<file path="src/rtl/stream_manip_pkg.sv">
`default_nettype none
// ============================================================================
// Module      : stream_manip_pkg
// Description : Shared types and helpers for the GTX stream manipulator.
//               - Scheduler state encoding (IDLE/DELAY/ACTIVE/GAP/FINISH)
//               - Default counter and data widths
//               - Rotate-left-by-1 helper used for walking XOR masks
// Revision    : 1.0  initial release
// ============================================================================
package stream_manip_pkg;

    localparam int C_CNT_WIDTH  = 16;
    localparam int C_DATA_WIDTH = 80;

    typedef enum logic [2:0] {
        ST_IDLE   = 3'd0,
        ST_DELAY  = 3'd1,
        ST_ACTIVE = 3'd2,
        ST_GAP    = 3'd3,
        ST_FINISH = 3'd4
    } sched_state_t;

    // Rotate left by one; the MSB wraps into bit 0.
    function automatic logic [C_DATA_WIDTH-1:0] rotl1(input logic [C_DATA_WIDTH-1:0] i_v);
        return {i_v[C_DATA_WIDTH-2:0], i_v[C_DATA_WIDTH-1]};
    endfunction

endpackage
`default_nettype wire

</file>
<file path="src/rtl/cycle_down_counter.sv">
`default_nettype none
// ============================================================================
// Module      : cycle_down_counter
// Description : Loadable down counter with zero detect. The scheduler loads
//               (phase length - 1) on phase entry, so o_zero marks the last
//               cycle of the phase.
// Ports       : clk, rst       - clock, synchronous active-high reset
//               i_load         - load i_load_val (has priority over i_dec)
//               i_load_val     - value to load
//               i_dec          - decrement by one (stops at zero)
//               o_zero         - current count is zero
// Revision    : 1.0  initial release
// ============================================================================
module cycle_down_counter
    import stream_manip_pkg::*;
#(
    parameter int WIDTH = C_CNT_WIDTH
) (
    input  logic             clk,
    input  logic             rst,
    input  logic             i_load,
    input  logic [WIDTH-1:0] i_load_val,
    input  logic             i_dec,
    output logic             o_zero
);

    logic [WIDTH-1:0] r_count_q;
    logic [WIDTH-1:0] w_count_d;

    assign o_zero = (r_count_q == '0);

    always_comb begin
        w_count_d = r_count_q;
        if (i_load) begin
            w_count_d = i_load_val;
        end else if (i_dec && !o_zero) begin
            w_count_d = r_count_q - WIDTH'(1);
        end
    end

    always_ff @(posedge clk) begin
        if (rst) begin
            r_count_q <= '0;
        end else begin
            r_count_q <= w_count_d;
        end
    end

endmodule
`default_nettype wire

</file>
<file path="src/rtl/stream_inject_sched.sv">
`default_nettype none
// ============================================================================
// Module      : stream_inject_sched
// Description : Error-injection campaign scheduler for the 80-bit GTX user
//               data stream. After START it waits CFG_DELAY cycles, then
//               emits bursts of INJ_EN/INJ_MASK separated by idle gaps, with
//               an optional walking (rotating) mask.
// Ports       : USER_CLK, RESET      - clock, synchronous active-high reset
//               START, ABORT         - campaign control (ABORT wins)
//               CFG_*                - campaign configuration, latched at START
//               INJ_EN, INJ_MASK     - per-cycle manipulator enable and XOR mask
//               BUSY, DONE           - campaign status / completion pulse
//               BURST_COUNT          - completed bursts (saturating)
// Revision    : 1.0  initial release
// ============================================================================
module stream_inject_sched
    import stream_manip_pkg::*;
#(
    parameter int DATA_WIDTH = C_DATA_WIDTH,
    parameter int CNT_WIDTH  = C_CNT_WIDTH
) (
    input  logic                  USER_CLK,
    input  logic                  RESET,
    input  logic                  START,
    input  logic                  ABORT,
    input  logic [CNT_WIDTH-1:0]  CFG_DELAY,
    input  logic [CNT_WIDTH-1:0]  CFG_BURST_LEN,
    input  logic [CNT_WIDTH-1:0]  CFG_GAP_LEN,
    input  logic [CNT_WIDTH-1:0]  CFG_NUM_BURSTS,
    input  logic [DATA_WIDTH-1:0] CFG_MASK_SEED,
    input  logic                  CFG_ROTATE,
    output logic                  INJ_EN,
    output logic [DATA_WIDTH-1:0] INJ_MASK,
    output logic                  BUSY,
    output logic                  DONE,
    output logic [CNT_WIDTH-1:0]  BURST_COUNT
);

    localparam logic [CNT_WIDTH-1:0] c_one = CNT_WIDTH'(1);

    // ------------------------------------------------------------------
    // State, latched configuration, mask and counters
    // ------------------------------------------------------------------
    sched_state_t          r_state_q,       w_state_d;
    logic [DATA_WIDTH-1:0] r_mask_q,        w_mask_d;
    logic [CNT_WIDTH-1:0]  r_burst_len_q,   w_burst_len_d;   // always >= 1
    logic [CNT_WIDTH-1:0]  r_gap_len_q,     w_gap_len_d;
    logic [CNT_WIDTH-1:0]  r_num_bursts_q,  w_num_bursts_d;
    logic                  r_rotate_q,      w_rotate_d;
    logic [CNT_WIDTH-1:0]  r_burst_count_q, w_burst_count_d;

    // Registered outputs
    logic                  r_inj_en_q,      w_inj_en_d;
    logic [DATA_WIDTH-1:0] r_inj_mask_q,    w_inj_mask_d;
    logic                  r_busy_q,        w_busy_d;
    logic                  r_done_q,        w_done_d;

    // Phase counter control
    logic                  w_cnt_load;
    logic [CNT_WIDTH-1:0]  w_cnt_load_val;
    logic                  w_cnt_dec;
    logic                  w_cnt_zero;

    logic [DATA_WIDTH-1:0] w_mask_rot;
    logic [CNT_WIDTH-1:0]  w_cfg_burst_norm;
    logic [CNT_WIDTH:0]    w_count_plus1;
    logic                  w_last_burst;
    logic [CNT_WIDTH-1:0]  w_count_inc;

    cycle_down_counter #(
        .WIDTH (CNT_WIDTH)
    ) u_phase_cnt (
        .clk        (USER_CLK),
        .rst        (RESET),
        .i_load     (w_cnt_load),
        .i_load_val (w_cnt_load_val),
        .i_dec      (w_cnt_dec),
        .o_zero     (w_cnt_zero)
    );

    // The shared helper is fixed at the package data width; other widths
    // fall back to an equivalent local rotate.
    if (DATA_WIDTH == C_DATA_WIDTH) begin : g_rot_pkg
        assign w_mask_rot = rotl1(r_mask_q);
    end else begin : g_rot_generic
        assign w_mask_rot = {r_mask_q[DATA_WIDTH-2:0], r_mask_q[DATA_WIDTH-1]};
    end

    assign w_cfg_burst_norm = (CFG_BURST_LEN == '0) ? c_one : CFG_BURST_LEN;

    // One extra bit so the +1 compare cannot wrap.
    assign w_count_plus1 = {1'b0, r_burst_count_q} + {{CNT_WIDTH{1'b0}}, 1'b1};
    assign w_last_burst  = (r_num_bursts_q != '0) &&
                           (w_count_plus1 == {1'b0, r_num_bursts_q});
    assign w_count_inc   = (r_burst_count_q == '1) ? r_burst_count_q
                                                   : r_burst_count_q + c_one;

    // ------------------------------------------------------------------
    // Next-state logic
    // ------------------------------------------------------------------
    always_comb begin
        w_state_d       = r_state_q;
        w_mask_d        = r_mask_q;
        w_burst_len_d   = r_burst_len_q;
        w_gap_len_d     = r_gap_len_q;
        w_num_bursts_d  = r_num_bursts_q;
        w_rotate_d      = r_rotate_q;
        w_burst_count_d = r_burst_count_q;
        w_cnt_load      = 1'b0;
        w_cnt_load_val  = '0;
        w_cnt_dec       = 1'b0;

        if (ABORT) begin
            w_state_d = ST_IDLE;
        end else begin
            unique case (r_state_q)
                ST_IDLE: begin
                    if (START) begin
                        // CFG_DELAY and the seed are consumed immediately, so
                        // only the values needed later are held.
                        w_burst_len_d   = w_cfg_burst_norm;
                        w_gap_len_d     = CFG_GAP_LEN;
                        w_num_bursts_d  = CFG_NUM_BURSTS;
                        w_rotate_d      = CFG_ROTATE;
                        w_burst_count_d = '0;
                        w_mask_d        = CFG_MASK_SEED;
                        w_cnt_load      = 1'b1;
                        if (CFG_DELAY != '0) begin
                            w_state_d      = ST_DELAY;
                            w_cnt_load_val = CFG_DELAY - c_one;
                        end else begin
                            w_state_d      = ST_ACTIVE;
                            w_cnt_load_val = w_cfg_burst_norm - c_one;
                        end
                    end
                end

                ST_DELAY: begin
                    if (w_cnt_zero) begin
                        w_state_d      = ST_ACTIVE;
                        w_cnt_load     = 1'b1;
                        w_cnt_load_val = r_burst_len_q - c_one;
                    end else begin
                        w_cnt_dec = 1'b1;
                    end
                end

                ST_ACTIVE: begin
                    if (w_cnt_zero) begin
                        // Last cycle of the burst
                        w_burst_count_d = w_count_inc;
                        if (r_rotate_q) begin
                            w_mask_d = w_mask_rot;
                        end
                        if (w_last_burst) begin
                            w_state_d = ST_FINISH;
                        end else if (r_gap_len_q != '0) begin
                            w_state_d      = ST_GAP;
                            w_cnt_load     = 1'b1;
                            w_cnt_load_val = r_gap_len_q - c_one;
                        end else begin
                            // Back-to-back: stay ACTIVE and rearm the burst
                            w_cnt_load     = 1'b1;
                            w_cnt_load_val = r_burst_len_q - c_one;
                        end
                    end else begin
                        w_cnt_dec = 1'b1;
                    end
                end

                ST_GAP: begin
                    if (w_cnt_zero) begin
                        w_state_d      = ST_ACTIVE;
                        w_cnt_load     = 1'b1;
                        w_cnt_load_val = r_burst_len_q - c_one;
                    end else begin
                        w_cnt_dec = 1'b1;
                    end
                end

                ST_FINISH: begin
                    w_state_d = ST_IDLE;
                end

                default: begin
                    w_state_d = ST_IDLE;
                end
            endcase
        end
    end

    // ------------------------------------------------------------------
    // Output decode: outputs follow the state one cycle later, except that
    // ABORT clears them on the same edge it is sampled.
    // ------------------------------------------------------------------
    always_comb begin
        w_inj_en_d   = !ABORT && (r_state_q == ST_ACTIVE);
        w_inj_mask_d = w_inj_en_d ? r_mask_q : '0;
        w_busy_d     = !ABORT && ((r_state_q == ST_DELAY) ||
                                  (r_state_q == ST_ACTIVE) ||
                                  (r_state_q == ST_GAP));
        w_done_d     = !ABORT && (r_state_q == ST_FINISH);
    end

    always_ff @(posedge USER_CLK) begin
        if (RESET) begin
            r_state_q       <= ST_IDLE;
            r_mask_q        <= '0;
            r_burst_len_q   <= '0;
            r_gap_len_q     <= '0;
            r_num_bursts_q  <= '0;
            r_rotate_q      <= 1'b0;
            r_burst_count_q <= '0;
            r_inj_en_q      <= 1'b0;
            r_inj_mask_q    <= '0;
            r_busy_q        <= 1'b0;
            r_done_q        <= 1'b0;
        end else begin
            r_state_q       <= w_state_d;
            r_mask_q        <= w_mask_d;
            r_burst_len_q   <= w_burst_len_d;
            r_gap_len_q     <= w_gap_len_d;
            r_num_bursts_q  <= w_num_bursts_d;
            r_rotate_q      <= w_rotate_d;
            r_burst_count_q <= w_burst_count_d;
            r_inj_en_q      <= w_inj_en_d;
            r_inj_mask_q    <= w_inj_mask_d;
            r_busy_q        <= w_busy_d;
            r_done_q        <= w_done_d;
        end
    end

    assign INJ_EN      = r_inj_en_q;
    assign INJ_MASK    = r_inj_mask_q;
    assign BUSY        = r_busy_q;
    assign DONE        = r_done_q;
    assign BURST_COUNT = r_burst_count_q;

endmodule
`default_nettype wire

</file>
<file path="config.mk">
export PLATFORM = sky130hd
export DESIGN_NAME = stream_inject_sched
export DESIGN_NICKNAME = d
export VERILOG_FILES = /design/src/rtl/stream_manip_pkg.sv /design/src/rtl/cycle_down_counter.sv /design/src/rtl/stream_inject_sched.sv
export SDC_FILE = /design/constraint.sdc
export NUM_CORES = 1
export LEC_CHECK = 0
export BUFFER_PORTS_ARGS = -buffer_cell sky130_fd_sc_hd__buf_2
export CORE_UTILIZATION = 28
export CTS_CLUSTER_DIAMETER = 200
export DETAILED_ROUTE_END_ITERATION = 12
export PLACE_DENSITY = 0.49
export SLEW_MARGIN = 20
export SYNTH_ARGS = -nofsm -noshare
export SYNTH_HDL_FRONTEND = slang
export SYNTH_HIERARCHICAL = 1
export SYNTH_SLANG_ARGS = --single-unit
</file>
<file path="constraint.sdc">
create_clock -name USER_CLK -period 3.9 [get_ports USER_CLK]
set_input_delay 0.195 -clock USER_CLK [delete_from_list [all_inputs] [get_ports USER_CLK]]
set_output_delay 0.195 -clock USER_CLK [all_outputs]
set_load 0.02 [all_outputs]
</file>
## Word-level counts from Yosys, hierarchy flattened

Index checks and enable logic that the tools add are counted.

| storage, ports and cells | value |
|---|---|
| memory bits (writable) | 0 |
| register bits | 247 |
| bits in latches | 0 |
| memories kept | 0 |
| memory bits (read-only) | 0 |
| bits of input ports | 149 |

| cells by class | value |
|---|---|
| equal/unequal tests | 12 |
| $mul | 0 |
| $lt $le $gt $ge | 0 |
| add/sub/neg operators | 7 |
| multiplexer cells | 35 |
| bitwise logic cells | 2 |
| div/mod/pow operators | 0 |
| shifts and indexed selects | 0 |
| reduce and logical (&&, ||, !) cells | 25 |

Operators by type and width:

| kind | number |
|---|---|
| $mux 80 | 3 |
| $mux 16 | 13 |
| $pmux 80 s2 | 1 |
| $sub 16x1->16 const B | 5 |
| $pmux 16 s3 | 1 |
| $reduce_bool 16->1 | 3 |
| $logic_not 16->1 | 2 |
| $pmux 16 s2 | 1 |
| $add 16x1->17 const B | 1 |
| $eq 17x16->1 | 1 |
| $add 16x1->16 const B | 1 |
| $eq 16x16->1 const B | 1 |
| $mux 3 | 5 |
| $reduce_and 5->1 | 2 |
| $pmux 3 s3 | 1 |
| $mux 1 | 8 |
| $eq 3x2->1 const B | 2 |
| $ne 2x2->1 const B | 3 |
| $reduce_or 2->1 | 3 |
| $logic_and 1x1->1 | 5 |
| $ne 2x1->1 const B | 2 |
| $reduce_and 4->1 | 1 |
| $reduce_bool 2->1 | 2 |
| $eq 3x1->1 const B | 1 |
| other kinds (10) | 13 |

## Depth between registers and ports, before layout

Gate-level depths: netlist (run 1).

| logic depth | value |
|---|---|
| word-level depth | 8 |
| mapped depth | 14 |
| depth with buffers taken out | 13 |

## By module

Netlist (run 1), hierarchy kept.

Modules (own cells, without submodules):

| module | cells an instance | times used | area an instance (um^2) |
|---|---|---|---|
| stream_inject_sched | 1314 | 1 | 10490.1 |
| cycle_down_counter | 114 | 1 | 944.7 |

## Least setup slack after synthesis (run 1)

Ideal clock, no wire load.

| timing | value |
|---|---|
| path type | register to register |
| start point | register u_phase_cnt.r_count_q[7] |
| end point | register u_phase_cnt.r_count_q[0] |
| path slack | 925 ps |
| arrival time | 2890 ps |
| cell stages (with the launch flop) | 10 |
| required time | 3814 ps |
| clock period less this slack | 2975 ps |
| cell sequence | dfxtp_1 -> or4_4 -> and4bb_2 -> buf_6 -> clkbuf_1 -> nand3b_1 -> a31oi_1 -> clkinv_1 -> clkbuf_1 -> a211oi_1 |

RTL lines:

| element | RTL line | source |
|---|---|---|
| start, declared | cycle_down_counter.sv:27 | `logic [WIDTH-1:0] r_count_q;` |
| start signal, assigned | cycle_down_counter.sv:45 | `r_count_q <= w_count_d;` |
| $logic_not 16->1 (*) | cycle_down_counter.sv:30 | `assign o_zero = (r_count_q == '0);` |
| named net w_cnt_zero | stream_inject_sched.sv:62 | `logic w_cnt_zero;` |
| $mux 1 (on tied branches) | stream_inject_sched.sv:139, stream_inject_sched.sv:172, stream_inject_sched.sv:149 |  |
| $pmux 1 s3 (*) | stream_inject_sched.sv:116 | `unique case (r_state_q)` |
| $mux 1 (*) | stream_inject_sched.sv:113 | `if (ABORT) begin` |
| named net w_cnt_load | stream_inject_sched.sv:59 | `logic w_cnt_load;` |
| $mux 16 or $reduce_bool 2->1 (tied branches) | - |  |

Mark *: on every way through the listed nets, which the timed path passes. The rest lies on a longest branch.
A chain may end at the register's enable or synchronous reset.

## Final worst setup path (run 1)

| timing | value |
|---|---|
| start point | register r_burst_count_q[0], in the netlist BURST_COUNT[0] |
| end point | register u_phase_cnt.r_count_q[12] |

| on the way | value |
|---|---|
| word-level cells in the longest chain between the ends | 8 |

RTL lines:

| element | RTL line | source |
|---|---|---|
| start, declared | stream_inject_sched.sv:50 | `logic [CNT_WIDTH-1:0] r_burst_count_q, w_burst_count_d;` |
| start signal, assigned | stream_inject_sched.sv:225 | `r_burst_count_q <= w_burst_count_d;` |
| $add 16x1->17 (*) | stream_inject_sched.sv:92 | `assign w_count_plus1 = {1'b0, r_burst_count_q} + {{CNT_WIDTH{1'b0}}, 1'b1};` |
| $eq 17x16->1 (*) | stream_inject_sched.sv:94 | `(w_count_plus1 == {1'b0, r_num_bursts_q});` |
| $logic_and 1x1->1 (*) | stream_inject_sched.sv:93 | `assign w_last_burst = (r_num_bursts_q != '0) &&` |
| $mux 1 (*) | stream_inject_sched.sv:155 | `if (w_last_burst) begin` |
| $mux 1 (*) | stream_inject_sched.sv:149 | `if (w_cnt_zero) begin` |
| $pmux 1 s3 (*) | stream_inject_sched.sv:116 |  |
| $mux 1 (*) | stream_inject_sched.sv:113 |  |
| named net w_cnt_load | stream_inject_sched.sv:59 |  |
| $mux 16 or $reduce_bool 2->1 (tied branches) | - |  |

Marked as above.

==> results of run 1 <==
## sequential cells by signal, indices dropped and copies added, names as in the netlist
| signal | flops |
|---|---|
| r_num_bursts_q | 16 |
| DONE | 1 |
| INJ_MASK | 80 |
| r_rotate_q | 1 |
| u_phase_cnt/r_count_q | 16 |
| r_mask_q | 80 |
| BURST_COUNT | 16 |
| BUSY | 1 |
| r_state_q | 3 |
| r_burst_len_q | 16 |
| INJ_EN | 1 |
| r_gap_len_q | 16 |
## cell families after synthesis
kind of cell	Yosys count	synth area share (%)
muxes	3	0.274
AOI/OAI and AO/OA	294	17.4
DFF	247	43.2
buffers and inverters	120	4.46
adders and majority gates	6	0.657
and+or+nand+nor	691	28.8
xor gates and xnor gates	67	5.13
## metrics by stage
stage	power (W)	instance area (µm²)	util, %
floorplan	0.00329	11400	-
global placement	0.00357	13100	32.7
detailed placement	0.00357	13100	32.7
CTS	0.00639	15300	38.3
global route	0.00659	15300	38.3
finish	0.00630	15300	38.3
## layout make-up
class                           count  area, µm²  share of cell area, %
Clock buffer                       42        825                   5.38
Clock inverter                     10        111                  0.727
Inverter                           11       41.3                  0.270
Multi-Input combinational cell   1061       6020                   39.3
Sequential cell                   247       4940                   32.3
Tap cell                          525        657                   4.29
Timing Repair Buffer              397       2720                   17.8
## metal layers
layer  vias up  wire length [µm]  share of wire (%)  global-route usage [%]
met1      5377             17800                 47                    24.4
met2       315             17700                 46                    28.7
met4         0               951                2.5                    4.98
met5         -                 0                  0                       0
met3        61              1770                4.6                    2.44
li1       5703                 -                  -                       -
## layout by cell type (no fill, tap or decap), types with 24 or more instances in the layout
master and count:
o21ai_0 37, nand3_1 24, a21oi_1 102, clkbuf_16 29, xnor2_1 45, nand2_1 300, dfxtp_1 247, and3_1 84
nor3_1 36, a311oi_1 83, buf_2 246, nor2_1 140, dlygate4sd3_1 128
## worst max-delay path, cell delays in order (launching register included)
cell and delay, ns:
dfxtp_1 0.48, ha_1 0.39, nand3_1 0.18, a211oi_1 0.25, o2111ai_1 0.23, nor4_4 0.23, nand4_4 0.23, nand3_1 0.18
a31oi_1 0.26, clkinv_1 0.13, buf_4 0.25, nor2_1 0.08, a311oi_1 0.25
## power breakdown
part | switching, W | internal [W]
Sequential | 0.0000922 | 0.00263
Combinational | 0.000515 | 0.000391
Clock | 0.00108 | 0.00159
## worst paths after layout
path                   from                        end  slack, ns
max          BURST_COUNT[0]  u_phase_cnt/r_count_q[12]       0.65
min                   ABORT               r_state_q[2]       0.04
min reg2reg      r_rotate_q                 r_rotate_q       0.48
max reg2reg  BURST_COUNT[0]  u_phase_cnt/r_count_q[12]       0.65
## repair_timing
item | CTS | global route
endpoints found under the hold margin | 128 | 0
hold buffers | 128 | 0
endpoints found under the setup margin | 0 | 0
gates resized for setup | 0 | 0
==> impl_metrics.tcl, run 1 <==
set metrics [dict create \
    coreArea_um2 40000 \
    initial_core_util_pct 28.6 \
    grt_pass1_vias 10800 \
    syn_inst 1428 \
    setup_viol 0 \
    endpoint_kind "register" \
    drt-initial-drc-count 720 \
    leakage_nw 6.44 \
    synth_edf_count 0 \
    ys_warn_count 6 \
    portBuffers 247 \
    rsz0062_at_grt "false" \
    cts_max_level 1 \
    fin_skew_ns 0.0313 \
    fillers 4213 \
    synth_cell_type_count 79 \
    antenna_found_initial 1 \
    yosysMostFrequentCell "nand2_1" \
    whs_ns 0.0445 \
    path_class "reg2reg" \
    report.final.slew_viol_count 0 \
    grt_use_total_pct 17.7 \
    routedWlPerCell_um 16.7 \
    yosys.area.top_type "dfxtp_1" \
    rows 73 \
    cts_setup_buffers 0 \
    ir_worst_vdd_v 0.000338 \
    gp_congestion 0.889 \
    cts_tree "done" \
    die_y_um 204 \
    fin_ws_ns 0.646 \
    post-route-period-util_pct 83.4 \
    ys_seq_area_share_pct 43.2 \
    diodes 0 \
    cts_root_buf "clkbuf_16" \
    critPathArrivalTime_ns 3.70 \
    grt_pass1_wl_mm 59.7 \
    worstMarginPinSlew_ns 1.08 \
    clkSinkCount 247 \
    drt_wl_total_mm 38.2 \
    viasPerCell 5.00 \
    synth.area.top_cells "dfxtp_1, nand2_1, a311oi_1, nor2_1, and3_1" \
    detailed_place_hpwl_mm 26.0 \
    area_growth_pct 34.0 \
    syn_nets 1583 \
    cts_buffers 29 \
    synth.cell_area_um2 11400 \
    drive_gt1_share_pct 19.6 \
    worstRegToRegCells 12 \
    cp.required_ns 4.34 \
    overflow 0 \
    cellPowerDensity_nw_per_um2 411 \
    vias 11500 \
    finalSetupTns_ns 0 \
    final_antenna_net_count 0 \
    hold_violations 0 \
    min_period_ns 3.25 \
    ys_ff_latch 247 \
    critPathLaunchType "register" \
    outcome "finished, final reports clean" \
    relSlewSlack_pct 28.3 \
    clk_latency_ns 0.56 \
    crit_path_max_fanout 20 \
    clock.fmax_mhz 307 \
    clock_path_buffers 3 \
    synth_flop_cell "dfxtp_1" \
    final-instance-count-excl-fill 2293 \
    clk_pin_slew_ns 0.06 \
    hold_path_class "in2reg" \
    die_w_um 204 \
    netlist.area_leader.share_pct 43.2 \
    drv_cap 0 \
    firstDrtPassIters 8 \
    place_ws_ns 0.686 \
    synthArstFlopShare_pct 0 \
    nNetsFinal 1902 \
    drc_errors 0 \
    synth_area_per_cell_um2 8.01 \
    synth_common_cells "nand2_1, dfxtp_1, nor2_1, a21oi_1, clkbuf_1" \
    num_io_pins 248 \
    hold_depth 4 \
    grt_max_degree 167 \
    die-area_um2 41700 \
    dp_cells 2113 \
]
Power figures use the tool's default switching activity.
==> inputs of run 2 (changes only) <==
--- a/config.mk
+++ b/config.mk
@@ -9,7 +9,7 @@
 export CORE_UTILIZATION = 28
 export CTS_CLUSTER_DIAMETER = 200
 export DETAILED_ROUTE_END_ITERATION = 12
-export PLACE_DENSITY = 0.49
+export PLACE_DENSITY = 0.5
 export SLEW_MARGIN = 20
 export SYNTH_ARGS = -nofsm -noshare
 export SYNTH_HDL_FRONTEND = slang
==> constraint.sdc (replaced) <==
create_clock -name USER_CLK -period 2.7 [get_ports USER_CLK]
set_input_delay 0.135 -clock USER_CLK [delete_from_list [all_inputs] [get_ports USER_CLK]]
set_output_delay 0.135 -clock USER_CLK [all_outputs]
set_load 0.02 [all_outputs]
==> run 2 against run 1 <==
Net effect: total power increased by 52%; sequential power is 44% higher; non-clock buffer count up 74; hold slack got worse by 0.012 ns; die area is the same; clock power increased by 56%; count of clock-buffer cells in the layout stayed put; final cell count rose by 3.4%; register-to-register slack got worse by 0.63 ns; first-iteration DRC count up 13%; flip-flop and latch count stayed put; largest cell class unchanged.
==> impl_metrics.tcl, run 2 (same netlist as run 1, synthesis figures left out) <==
set metrics [dict create \
    outcome "finished, final reports clean" \
    cp.required_ns 3.19 \
    overflow 0 \
    min_period_ns 2.69 \
    setup_viol 0 \
    reg2reg_slack_ns 0.01 \
    diodes 0 \
    clkSinkCount 247 \
    die-area_um2 41700 \
    clock_path_buffers 3 \
    die_w_um 204 \
    drt-initial-drc-count 814 \
    crit_path_max_fanout 7 \
    initial_core_util_pct 28.6 \
    grt_use_total_pct 18.1 \
    cpMaxStageDelayCell "or4_4" \
    vias 11900 \
    cts_buffers 30 \
    portBuffers 247 \
    grt_pass1_wl_mm 61.2 \
    hold_violations 0 \
    die_y_um 204 \
    coreArea_um2 40000 \
    area_growth_pct 42.8 \
    post-route-period-util_pct 99.6 \
    worstMarginPinSlew_ns 0.840 \
    num_io_pins 248 \
    nNetsFinal 1978 \
    fin_ws_ns 0.0115 \
    critPathArrivalTime_ns 3.17 \
    worstPathCellList "or4_4 -> and4bb_2 -> mux2i_1 -> nor3_2 -> o21ai_2 -> or2_4 -> or4_4 -> a21oi_2" \
    power_w 0.00957 \
    report.final.slew_viol_count 0 \
    critPathLaunchType "register" \
    min_from "RESET" \
    cts_max_level 1 \
    clock.fmax_mhz 372 \
    antenna_found_initial 0 \
    drv_cap 0 \
    path_class "reg2reg" \
    fin_skew_ns 0.0148 \
    drt_wl_total_mm 40.1 \
    relSlewSlack_pct 44.0 \
    detailed_place_hpwl_mm 26.5 \
    leakage_nw 6.95 \
    clk_pin_slew_ns 0.06 \
    routedWlPerCell_um 16.9 \
    gp_congestion 0.869 \
    final_cell_mix "nand2_1, buf_2, dfxtp_1, nor2_1, dlygate4sd3_1" \
    whs_ns 0.0324 \
    cts_root_buf "clkbuf_16" \
    cellPowerDensity_nw_per_um2 586 \
    seqCellArea_um2 4950 \
    max_stage_delay_ns 0.54 \
    rows 73 \
    final_antenna_net_count 0 \
    ir_worst_vdd_v 0.000415 \
    fillers 4094 \
    viasPerCell 5.03 \
    drive_gt1_share_pct 25.0 \
    hold_end "INJ_MASK[73]" \
    grt_max_degree 166 \
    place_ws_ns -0.0305 \
    grt_pass1_vias 11100 \
    multi_input_area_um2 6210 \
    crit_top_cell "or4_4" \
    hold_depth 3 \
    r2r_start "u_phase_cnt/r_count_q[11]" \
    worstReg2RegEnd "BURST_COUNT[5]" \
    drc_errors 0 \
    final_util_pct 40.8 \
    firstDrtPassIters 7 \
    cts_tree "done" \
    mostFrequentLayoutCell "nand2_1" \
    hold_path_class "in2reg" \
    endpoint_kind "register" \
    worstRegToRegCells 8 \
    clk_latency_ns 0.56 \
    rsz0062_at_grt "true" \
]
-- run 2: cell type report --
class                   count  share of cell area (%)
flip-flops and latches    247                    30.3
repair buffers            471                    21.0
clock buffers              42                    5.31
well taps                 525                    4.02
clock inverters            14                    1.00
inverters                  11                   0.260
multi-input cells        1062                    38.1
-- run 2: worst max-delay path by stage --
| stage | from | depth (start not counted) | end |
|---|---|---|---|
| 2_1_floorplan | u_phase_cnt/r_count_q[7] | 10 | BURST_COUNT[13] |
| 6_report | u_phase_cnt/r_count_q[11] | 8 | BURST_COUNT[5] |
| 3_5_place_dp | u_phase_cnt/r_count_q[11] | 8 | BURST_COUNT[7] |
| 3_3_place_gp | u_phase_cnt/r_count_q[11] | 8 | BURST_COUNT[5] |
| 4_1_cts | BURST_COUNT[5] | 11 | u_phase_cnt/r_count_q[4] |
| 5_1_grt | u_phase_cnt/r_count_q[11] | 8 | BURST_COUNT[5] |
-- run 2: metal layers --
metal | part of all wire [%] | track usage [%] | wire [µm] | vias to the layer above
met2 | 47 | 29.3 | 18800 | 326
met4 | 2.3 | 4.90 | 940 | 0
met3 | 5.0 | 2.95 | 1990 | 49
li1 | - | - | - | 5858
met1 | 46 | 24.7 | 18400 | 5689
met5 | 0 | 0 | 0 | -
-- run 2: worst max-delay path: cells and delay by family (launching register included) --
| family | cells | cell delay [ns] |
|---|---|---|
| simple gates | 5 | 1.92 |
| flops | 1 | 0.33 |
| compound gates | 2 | 0.27 |
| mux | 1 | 0.10 |
-- run 2: timing repair --
item | in CTS | in global routing
hold buffers | 130 | 0
hold endpoints to repair | 130 | 0
buffers inserted | 0 | 5
gates resized for setup | 2 | 37
endpoints found under the setup margin | 6 | 47
pin swaps | 0 | 22
cloned | 0 | 3
-- run 2: report_power, final --
part | switching [W] | total (W) | leakage, nW | internal (W)
sequential | 0.000131 | 0.00393 | 2.02 | 0.00380
clock | 0.00164 | 0.00416 | 0.500 | 0.00253
combinational | 0.000800 | 0.00148 | 4.43 | 0.000681
total | 0.00257 | 0.00957 | 6.95 | 0.00701
-- run 2: through the flow --
stage,instance area (µm²),setup TNS [ns],std cells
2_1_floorplan,11500,0,1428
6_report,16300,0,2372
3_5_place_dp,13700,-0.109,2178
5_1_grt,16300,-0.931,2372
3_3_place_gp,13700,0,2178
4_1_cts,16100,0,2364
==> inputs of run 3 (changes only) <==
--- a/config.mk
+++ b/config.mk
@@ -13,5 +13,4 @@
 export SLEW_MARGIN = 20
 export SYNTH_ARGS = -nofsm -noshare
 export SYNTH_HDL_FRONTEND = slang
-export SYNTH_HIERARCHICAL = 1
 export SYNTH_SLANG_ARGS = --single-unit
==> run 3 against run 2 <==
Net effect: the flow now finishes with violations (negative setup slack); hold slack improved by 0.062 ns; fmax down 0.83%; die area fell by 0.89%; critical path depth grew 2; highest routed layer unchanged; sequential power about the same; combinational power about the same; core utilization is 1.5 points higher; via count grew 0.91%; area after synthesis decreased by 0.90%; final area rose by 3.2%; largest power group unchanged.
==> impl_metrics.tcl, run 3 <==
set metrics [dict create \
    antenna_found_initial 1 \
    synth_flop_cell "dfxtp_1" \
    critPathArrivalTime_ns 3.19 \
    rows 73 \
    initial_core_util_pct 28.5 \
    fillers 4032 \
    grt_pass1_wl_mm 60.9 \
    syn_nets 1569 \
    ys_warn_count 0 \
    sw_frac_of_total_pct 27.1 \
    hold_end "r_burst_len_q[0]" \
    worstMarginPinSlew_ns 0.722 \
    crit_buf_inv 2 \
    cts_max_level 1 \
    critPathLaunchType "register" \
    dp_cells 2213 \
    outcome "finished, violations left" \
    area_growth_pct 48.7 \
    seq_power_share_pct 41.3 \
    ir_worst_vdd_v 0.000468 \
    worstPathCellList "nand4_1 -> or4_4 -> xnor2_2 -> nand3_2 -> nor4_2 -> buf_4 -> buf_6 -> or3_4 -> o221a_4 -> a221oi_2" \
    drv_cap 0 \
    synthXorXnorAreaFrac_pct 5.16 \
    clkSinkCount 247 \
    yosysMostFrequentCell "nand2_1" \
    ys_seq_area_share_pct 43.6 \
    die-area_um2 41300 \
    hold_path_class "in2reg" \
    synth_compound_area_share_pct 17.6 \
    grt_use_total_pct 18.2 \
    viasPerCell 4.97 \
    syn_inst 1414 \
    synth_common_cells "nand2_1, dfxtp_1, nor2_1, a21oi_1, clkbuf_1" \
    synth_top_family_by_area "simple AND/OR/NAND/NOR gates" \
    vias 12000 \
    reg2reg_slack_ns -0.01 \
    leakage_nw 7.32 \
    clockPowerShare_pct 42.8 \
    coreArea_um2 39800 \
    diodes 0 \
    worstReg2RegEnd "u_phase_cnt.r_count_q[14]" \
    clk_pin_slew_ns 0.06 \
    whs_ns 0.0948 \
    cts_root_buf "clkbuf_16" \
    routedWlPerCell_um 16.6 \
    drc_errors 0 \
    rsz0062_at_grt "true" \
    hold_violations 0 \
    hold_depth 4 \
    clock.fmax_mhz 369 \
    portBuffers 247 \
    synth-simple-area-share_pct 28.5 \
    netlist.area_leader.share_pct 43.6 \
    synth_area_per_cell_um2 8.01 \
    gp_congestion 0.885 \
    crit_path_max_fanout 4 \
    clock_path_buffers 3 \
    worstRegToRegCells 10 \
    grt_pass1_vias 11400 \
    clk_latency_ns 0.57 \
    fin_ws_ns -0.0111 \
    cts_buffers 29 \
    final_antenna_net_count 0 \
    multi_input_area_um2 6210 \
    cellPowerDensity_nw_per_um2 562 \
    firstDrtPassIters 6 \
    drt_wl_total_mm 40.2 \
    min_period_ns 2.71 \
    synth_edf_count 0 \
    endpoint_kind "register" \
    synth_cell_type_count 65 \
    nNetsFinal 2026 \
    switchingPower_w 0.00257 \
    finalSetupTns_ns -0.0314 \
    violations "negative setup slack" \
    cts_tree "done" \
    drt-initial-drc-count 634 \
    drive_gt1_share_pct 27.4 \
    final-instance-count-excl-fill 2419 \
    setup_viol 5 \
    cpMaxStageDelayCell "or4_4" \
    seqCellArea_um2 4970 \
    synth.area.top_cells "dfxtp_1, nand2_1, a311oi_1, and3_1, nor2_1" \
    relSlewSlack_pct 51.9 \
    synthArstFlopShare_pct 0 \
    overflow 0 \
    final_util_pct 42.3 \
    cp_top_family "simple AND/OR/NAND/NOR gates" \
    fin_skew_ns 0.0102 \
    yosys.area.top_type "dfxtp_1" \
    synth.cell_area_um2 11300 \
    final_cell_mix "nand2_1, buf_2, dfxtp_1, nor2_1, dlygate4sd3_1" \
    report.final.slew_viol_count 0 \
    ys_ff_latch 247 \
    grt_max_degree 166 \
    post-route-period-util_pct 100 \
    min_from "CFG_BURST_LEN[0]" \
    detailed_place_hpwl_mm 27.1 \
    die_w_um 203 \
    mostFrequentLayoutCell "nand2_1" \
    die_y_um 203 \
    r2r_start "BURST_COUNT[7]" \
    cp.required_ns 3.18 \
    max_stage_delay_ns 0.59 \
    synth_fa_ha_area_share_pct 0.662 \
    p_comb_share_pct 15.9 \
    synthMuxAreaShare_pct 0.265 \
    num_io_pins 248 \
    path_class "reg2reg" \
    p_int_w 0.00691 \
]
[run 3: changes by cell type in the layout (fill, tap and decap cells not counted), moves of 8 or more]
cell      previous run  this run
buf_4               80       123
o211ai_1             2        10
nand3_1             23        12
a22oi_1             11         2
o21ai_0             37        29
o22ai_1             11         2
buf_6                2        11
[run 3: repair_timing]
action                                  4_1_cts  5_1_grt
setup buffers                                 2       14
endpoints found under the hold margin       129        0
resized for setup                            21       34
pin swaps                                     4       21
endpoints found under the setup margin       16      100
cloned                                        0        7
hold buffers                                129        0
[run 3: final cells by class]
class	count	share of cell area (%)
clock buffer	37	4.72
clock inverter	17	1.15
inverter	14	0.312
multi-input combinational	1051	36.8
tap	525	3.90
timing repair buffer	528	23.6
sequential	247	29.5
[run 3: kinds of logic (layout without fill, tap and decap cells)]
group	Yosys count	count (layout)
multiplexers	3	3
AO/OA/AOI/OAI	289	289
adder cells (fa/ha/maj)	6	6
flip-flops	247	247
AND/OR/NAND/NOR	687	688
buffers and inverters	117	596
XOR/XNOR	65	65
[run 3: how the worst max path moves through the flow]
stage	from	end	cells after the start
final	BURST_COUNT[7]	u_phase_cnt.r_count_q[14]	10
after global routing	BURST_COUNT[1]	u_phase_cnt.r_count_q[14]	12
after floorplan	BURST_COUNT[0]	u_phase_cnt.r_count_q[13]	12
after detailed placement	BURST_COUNT[1]	u_phase_cnt.r_count_q[15]	10
after CTS	BURST_COUNT[1]	u_phase_cnt.r_count_q[4]	10
after global placement	BURST_COUNT[0]	u_phase_cnt.r_count_q[4]	12
[run 3: metal layers]
| layer | GRT usage [%] | wire length (µm) | share of wire (%) | up-vias |
|---|---|---|---|---|
| met4 | 6.66 | 1290 | 3.2 | 0 |
| met5 | 0 | 0 | 0 | - |
| li1 | - | - | - | 5965 |
| met1 | 24.7 | 18600 | 46 | 5621 |
| met2 | 29.2 | 18100 | 45 | 363 |
| met3 | 2.78 | 2190 | 5.5 | 82 |
[run 3: tightest hold or removal path: cells and delay by family]
kind | cells | cell delay [ns]
compound gates | 2 | 0.22
buf+inv | 2 | 0.25
[run 3: power by group through the flow]
stage | Clock, W | Sequential, W | Combinational (W)
5_1_grt | 0.00431 | 0.00394 | 0.00164
6_report | 0.00406 | 0.00392 | 0.00150
2_1_floorplan | 0 | 0.00396 | 0.000728
4_1_cts | 0.00415 | 0.00391 | 0.00139
3_3_place_gp | 0 | 0.00399 | 0.00121
3_5_place_dp | 0 | 0.00399 | 0.00122
[run 3: per-stage QoR]
stage / worst slack [ns] / cell area (µm²) / total power, W
final: -0.0111 / 16900 / 0.00948
after floorplan: -0.0502 / 11500 / 0.00469
after global routing: -0.122 / 16900 / 0.00988
after detailed placement: -0.260 / 14000 / 0.00521
after global placement: -0.214 / 14000 / 0.00520
after CTS: -0.00520 / 16400 / 0.00945
